### config.mk
export PLATFORM = sky130hd
export DESIGN_NAME = multi_prescaler
export DESIGN_NICKNAME = d
export VERILOG_FILES = /design/src/rtl/multi_prescaler_pkg.sv /design/src/rtl/prescaler_ch.sv /design/src/rtl/multi_prescaler.sv
export SDC_FILE = /design/constraint.sdc
export NUM_CORES = 1
export LEC_CHECK = 0
export ABC_CLOCK_PERIOD_IN_PS = 3050
export BUFFER_PORTS_ARGS = -buffer_cell sky130_fd_sc_hd__buf_2
export CAP_MARGIN = 20
export CELL_PAD_IN_SITES_DETAIL_PLACEMENT = 0
export CELL_PAD_IN_SITES_GLOBAL_PLACEMENT = 1
export CORE_ASPECT_RATIO = 1.4
export CORE_MARGIN = 1.5
export CORE_UTILIZATION = 44
export CTS_BUF_LIST = sky130_fd_sc_hd__clkbuf_8 sky130_fd_sc_hd__clkbuf_16
export DETAILED_ROUTE_END_ITERATION = 6
export MAX_ROUTING_LAYER = met4
export PLACE_DENSITY_LB_ADDON = 0.08
export SETUP_SLACK_MARGIN = 0.4
export SKIP_CTS_REPAIR_TIMING = 1
export SYNTH_ARGS = -nofsm -noshare
export SYNTH_HDL_FRONTEND = slang
export SYNTH_HIERARCHICAL = 1
export SYNTH_SLANG_ARGS = --single-unit
### constraint.sdc
create_clock -name clk_i -period 3.05 [get_ports clk_i]
set_input_delay 0.1525 -clock clk_i [delete_from_list [all_inputs] [get_ports clk_i]]
set_output_delay 0.1525 -clock clk_i [all_outputs]
set_load 0.005 [all_outputs]
### src/rtl/multi_prescaler_pkg.sv
// Shared types and the speed-code to counter-limit rule for multi_prescaler.
package multi_prescaler_pkg;

   localparam int unsigned SPEED_W     = 4;
   localparam int unsigned SPEED_CODES = 16;

   typedef logic [SPEED_W-1:0] speed_t;

   typedef enum logic {
      IDLE = 1'b0,
      RUN  = 1'b1
   } ch_state_t;

   // Terminal count giving a tick rate of (s+1) Hz from a clk_hz clock.
   function automatic int unsigned calc_limit(int unsigned clk_hz, speed_t s);
      return clk_hz / (32'(s) + 32'd1) - 32'd1;
   endfunction

endpackage

### src/rtl/prescaler_ch.sv
// One prescaler channel: continuous or one-shot tick generator with a live limit.
// Compile with MULTI_PRESCALER_SYNC_EN to add the sync input.
module prescaler_ch
   import multi_prescaler_pkg::*;
#(
   parameter int unsigned CNT_W = 26
) (
   input  logic             clk,
   input  logic             rst,
   input  logic             en,
   input  logic             oneshot,
   input  logic             arm,
`ifdef MULTI_PRESCALER_SYNC_EN
   input  logic             sync,
`endif
   input  logic [CNT_W-1:0] limit,
   output logic             tick,
   output logic             busy
);

   ch_state_t        state_q;
   ch_state_t        state_d;
   logic [CNT_W-1:0] cnt_q;
   logic [CNT_W-1:0] cnt_d;
   logic             mode_q;
   logic             mode_chg;
   logic             counting;
   logic             sync_hit;
   logic             wrap;
   logic             tick_d;
   logic             busy_d;

   assign mode_chg = (oneshot != mode_q);
   assign counting = oneshot ? (state_q == RUN) : 1'b1;

`ifdef MULTI_PRESCALER_SYNC_EN
   assign sync_hit = sync & ~oneshot;
`else
   assign sync_hit = 1'b0;
`endif

   // mode_q follows oneshot even in reset so release never looks like a mode change
   always_ff @(posedge clk) begin
      if (rst) begin
         state_q <= IDLE;
         cnt_q   <= '0;
         mode_q  <= oneshot;
         tick    <= 1'b0;
         busy    <= 1'b0;
      end else begin
         state_q <= state_d;
         cnt_q   <= cnt_d;
         mode_q  <= oneshot;
         tick    <= tick_d;
         busy    <= busy_d;
      end
   end

   // A count above a freshly lowered limit restarts the period without a tick
   always_comb begin : next_state_logic
      state_d = state_q;
      cnt_d   = cnt_q;
      wrap    = 1'b0;
      if (!en || mode_chg) begin
         state_d = IDLE;
         cnt_d   = '0;
      end else if (sync_hit) begin
         cnt_d = '0;
      end else if (counting) begin
         if (cnt_q == limit) begin
            cnt_d   = '0;
            wrap    = 1'b1;
            state_d = IDLE;
         end else if (cnt_q > limit) begin
            cnt_d = '0;
         end else begin
            cnt_d = cnt_q + CNT_W'(1);
         end
      end else if (oneshot && arm) begin
         state_d = RUN;
         cnt_d   = '0;
      end
   end

   always_comb begin : output_logic
      tick_d = 1'b0;
      busy_d = 1'b0;
      tick_d = wrap;
      busy_d = en && (!oneshot || (state_d == RUN));
   end

endmodule

### src/rtl/multi_prescaler.sv
// Bank of N_CH independent tick prescalers sharing one constant speed-to-limit table.
// Compile with MULTI_PRESCALER_SYNC_EN to add sync_i for phase-aligning continuous channels.
module multi_prescaler
   import multi_prescaler_pkg::*;
#(
   parameter int unsigned CLK_HZ = 50_000_000,
   parameter int unsigned N_CH   = 4,
   parameter int unsigned CNT_W  = 26
) (
   input  logic                    clk_i,
   input  logic                    rst_i,
   input  logic [N_CH-1:0]         en_i,
   input  logic [SPEED_W*N_CH-1:0] speed_i,
   input  logic [N_CH-1:0]         oneshot_i,
   input  logic [N_CH-1:0]         arm_i,
`ifdef MULTI_PRESCALER_SYNC_EN
   input  logic                    sync_i,
`endif
   output logic [N_CH-1:0]         tick_o,
   output logic [N_CH-1:0]         busy_o
);

   logic [CNT_W-1:0] limit_tab [SPEED_CODES];

   // Limits are elaboration-time constants, so no divider reaches the netlist
   for (genvar s = 0; s < SPEED_CODES; s++) begin : g_lim
      localparam logic [CNT_W-1:0] LIM = CNT_W'(calc_limit(CLK_HZ, speed_t'(s)));
      assign limit_tab[s] = LIM;
   end

   for (genvar k = 0; k < N_CH; k++) begin : g_ch
      speed_t           spd;
      logic [CNT_W-1:0] lim;

      assign spd = speed_i[SPEED_W*k +: SPEED_W];
      assign lim = limit_tab[spd];

      prescaler_ch #(
         .CNT_W (CNT_W)
      ) u_ch (
         .clk     (clk_i),
         .rst     (rst_i),
         .en      (en_i[k]),
         .oneshot (oneshot_i[k]),
         .arm     (arm_i[k]),
`ifdef MULTI_PRESCALER_SYNC_EN
         .sync    (sync_i),
`endif
         .limit   (lim),
         .tick    (tick_o[k]),
         .busy    (busy_o[k])
      );
   end

endmodule

==> impl_metrics.env <==
export IMPL_ys_seq_area_share_pct=20.9
export IMPL_fillers=2447
export IMPL_nets=1732
export IMPL_drc_errors=2
export IMPL_io_buffers=37
export IMPL_cts_inserted_buffers=17
export IMPL_pre_cts_slack_ns=-0.0391
export IMPL_root_buffer="clkbuf_16"
export IMPL_start_util_pct=45.0
export IMPL_period_share_pct=85.6
export IMPL_clkSinkCount=120
export IMPL_setup_violations=0
export IMPL_die_y_um=194
export IMPL_antenna_left=0
export IMPL_rows=69
export IMPL_stdcell_area_um2=13900
export IMPL_fp_dieW_um=140
export IMPL_ir_worst_vdd_mv=0.373
export IMPL_synthesis_nets=1634
export IMPL_io_pins=38
export IMPL_routed_wirelength_mm=31.1
export IMPL_grt_pass1_wl_mm=51.5
export IMPL_first_global_vias=10434
export IMPL_p_clk_share_pct=48.5
export IMPL_dp_hpwl_mm=23.2
export IMPL_place_area_um2=12600
export IMPL_fin_ws_ns=0.440
export IMPL_pwr_density_cell_nw_per_um2=339
export IMPL_start_kind="input port"
export IMPL_synth_cell_area_um2=11500
export IMPL_syn_instance_count=1464
export IMPL_grt_usage_pct=23.4
export IMPL_routed_via_density=5.83
export IMPL_fmax_mhz=383
export IMPL_avgSynthCellArea_um2=7.85
export IMPL_clkTransAtPathRegs_ns=0.06
export IMPL_mostFrequentLayoutCells="inv_1 (133), nand2_1 (123), ha_1 (120), dfxtp_1 (120), buf_4 (86)"
export IMPL_synth_area_top_cells="dfxtp_1 (21%), ha_1 (15%), inv_1 (4.6%), nand2_1 (4.1%), a21oi_1 (3.7%)"
export IMPL_grt_start_max_net_pins=32
export IMPL_mostFrequentLayoutCell="inv_1"
export IMPL_drt_initial_drc_count=668
export IMPL_yosysTopAreaCellShare_pct=20.9
export IMPL_crit_path_end_kind="flip-flop"
export IMPL_critPathArrivalTime_ns=2.98
export IMPL_synth_ff_type="dfxtp_1"
export IMPL_leakagePower_nw=6.34
export IMPL_clock_path_buffers=2
export IMPL_async_reset_ff_share_pct=0
export IMPL_area_growth_syn_to_layout_pct=21.2
export IMPL_combPwrFrac_pct=17.8
export IMPL_finalCriticalPeriod_ns=2.61
export IMPL_status="complete, but fails checks"
export IMPL_power_frac_seq_pct=33.7
export IMPL_cts_tree="done"
export IMPL_max_slew_worst_pin_slew_ns=1.04
export IMPL_die_area_um2=27100
export IMPL_yosys_warnings=6
export IMPL_yosys_area_top_type="dfxtp_1"
export IMPL_power_w=0.00472
export IMPL_clock_latency_ns=0.42
export IMPL_ys_types=80
export IMPL_core_area_um2=25600
export IMPL_grt_overflow=0
export IMPL_hold_class="input port to flip-flop"
export IMPL_gp_congestion=0.947
export IMPL_synth_edff_count=0
export IMPL_h_tree_depth=4
export IMPL_worstSetupPathType="input port to flip-flop"
export IMPL_p_int_w=0.00342
export IMPL_skew_ns=0.00741
export IMPL_swShare_pct=27.5
export IMPL_antenna_found_initial=1
export IMPL_finalMaxSlewViolations=0
export IMPL_rsz0062_at_grt="true"
export IMPL_timing_setup_tns_ns=0
export IMPL_layout_drive_gt1_share_pct=20.6
export IMPL_wl_per_cell_um=16.4
export IMPL_drv_cap=0
export IMPL_p_sw_w=0.00130
export IMPL_multiInputGateArea_um2=8580
export IMPL_slew_headroom_pct=30.7
export IMPL_finalHoldViolCount=0
export IMPL_cp_required_ns=3.42
export IMPL_violations="DRC"
export IMPL_synth_seq_cells=120
export IMPL_path_max_fanout=7
export IMPL_firstDrtPassIters=7
export IMPL_via_count=11044
export IMPL_seq_area_um2=2400
==> power groups by stage <==
stage | clock (W) | sequential, W | combinational (W)
2_1_floorplan | 0 | 0.00162 | 0.000535
4_1_cts | 0.00234 | 0.00159 | 0.000764
5_1_grt | 0.00242 | 0.00159 | 0.000938
3_3_place_gp | 0 | 0.00163 | 0.000756
3_5_place_dp | 0 | 0.00163 | 0.000758
6_report | 0.00229 | 0.00159 | 0.000838
==> stage by stage <==
step                utilization [%]  hold WS, ns  std cells
finish                         54.5       0.0354       1895
global route                   54.5       0.0278       1895
CTS                            51.7       -0.102       1872
detailed placement             49.1        0.344       1840
global placement               49.1        0.338       1840
floorplan                         -        0.180       1464
==> cells in the mapped netlist, types with 15 or more instances <==
cell type  instances
ha_1             140
inv_1            140
nand2_1          124
dfxtp_1          120
a21oi_1           84
nand3_1           78
nor2_1            74
o21ai_0           68
nand4_1           60
a21o_1            47
buf_2             33
o31ai_1           31
nand2b_1          29
xor2_1            27
nor4_1            26
a31oi_1           23
and3_1            20
and4_1            19
nor2b_1           18
clkbuf_1          17
o21ai_1           16
nor3_1            15
==> layout make-up <==
cell class,instances,area share [%]
multi-input cells,1130,61.6
flip-flops and latches,120,17.2
repair buffers,151,9.67
inverters,142,3.86
clock buffers,18,3.15
well taps,319,2.87
clock inverters,14,1.58
diodes,1,0.0180
==> state kept, by name, indices dropped and copies added (netlist names) <==
signal and flops:
g_ch.u_ch/cnt_q 104, g_ch.u_ch/state_q 4, g_ch.u_ch/tick 4, g_ch.u_ch/busy 4, g_ch.u_ch/mode_q 4
==> critical path, cell delays in order <==
cell      delay (ns)
buf_4           0.11
inv_4           0.06
ha_4            0.29
nand2b_1        0.11
a21oi_1         0.07
nor3_1          0.20
buf_4           0.15
inv_1           0.04
ha_1            0.28
and4_1          0.17
and4_4          0.16
o31ai_4         0.27
o211ai_4        0.11
buf_12          0.16
buf_12          0.13
buf_4           0.13
o311ai_2        0.24
o21a_1          0.15
==> kinds of logic (layout without fill, tap and decap cells) <==
group	after synthesis	after routing	synth area share (%)
and+or+nand+nor	539	539	26.5
AOI/OAI and AO/OA	403	403	24.4
buffers and inverters	214	325	8.64
adders and majority gates	140	140	15.2
DFF	120	120	20.9
xor gates and xnor gates	30	30	2.29
muxes	18	18	2.04
other	0	1	0
==> per-layer routing <==
| metal | part of all wire, % | global-route usage (%) | vias up | wire (um) |
|---|---|---|---|---|
| met1 | 46 | 29.0 | 5200 | 14300 |
| met5 | 0 | - | - | 0 |
| li1 | - | - | 5590 | - |
| met3 | 2.4 | 2.59 | 52 | 743 |
| met4 | 2.4 | 7.88 | 0 | 740 |
| met2 | 49 | 39.6 | 202 | 15400 |
==> final timing paths <==
| path | from | endpoint | slack, ns | depth (start not counted) |
|---|---|---|---|---|
| worst max-delay path | speed_i[8] | g_ch[2].u_ch/cnt_q[2] | 0.44 | 18 |
| worst min-delay path | en_i[2] | g_ch[2].u_ch/busy | 0.04 | 3 |
| worst max register to register | g_ch[2].u_ch/cnt_q[8] | g_ch[2].u_ch/cnt_q[2] | 0.62 | 10 |
| worst min register to register | g_ch[0].u_ch/cnt_q[17] | g_ch[0].u_ch/cnt_q[17] | 0.49 | 2 |
(Power assumes the default switching activity.)
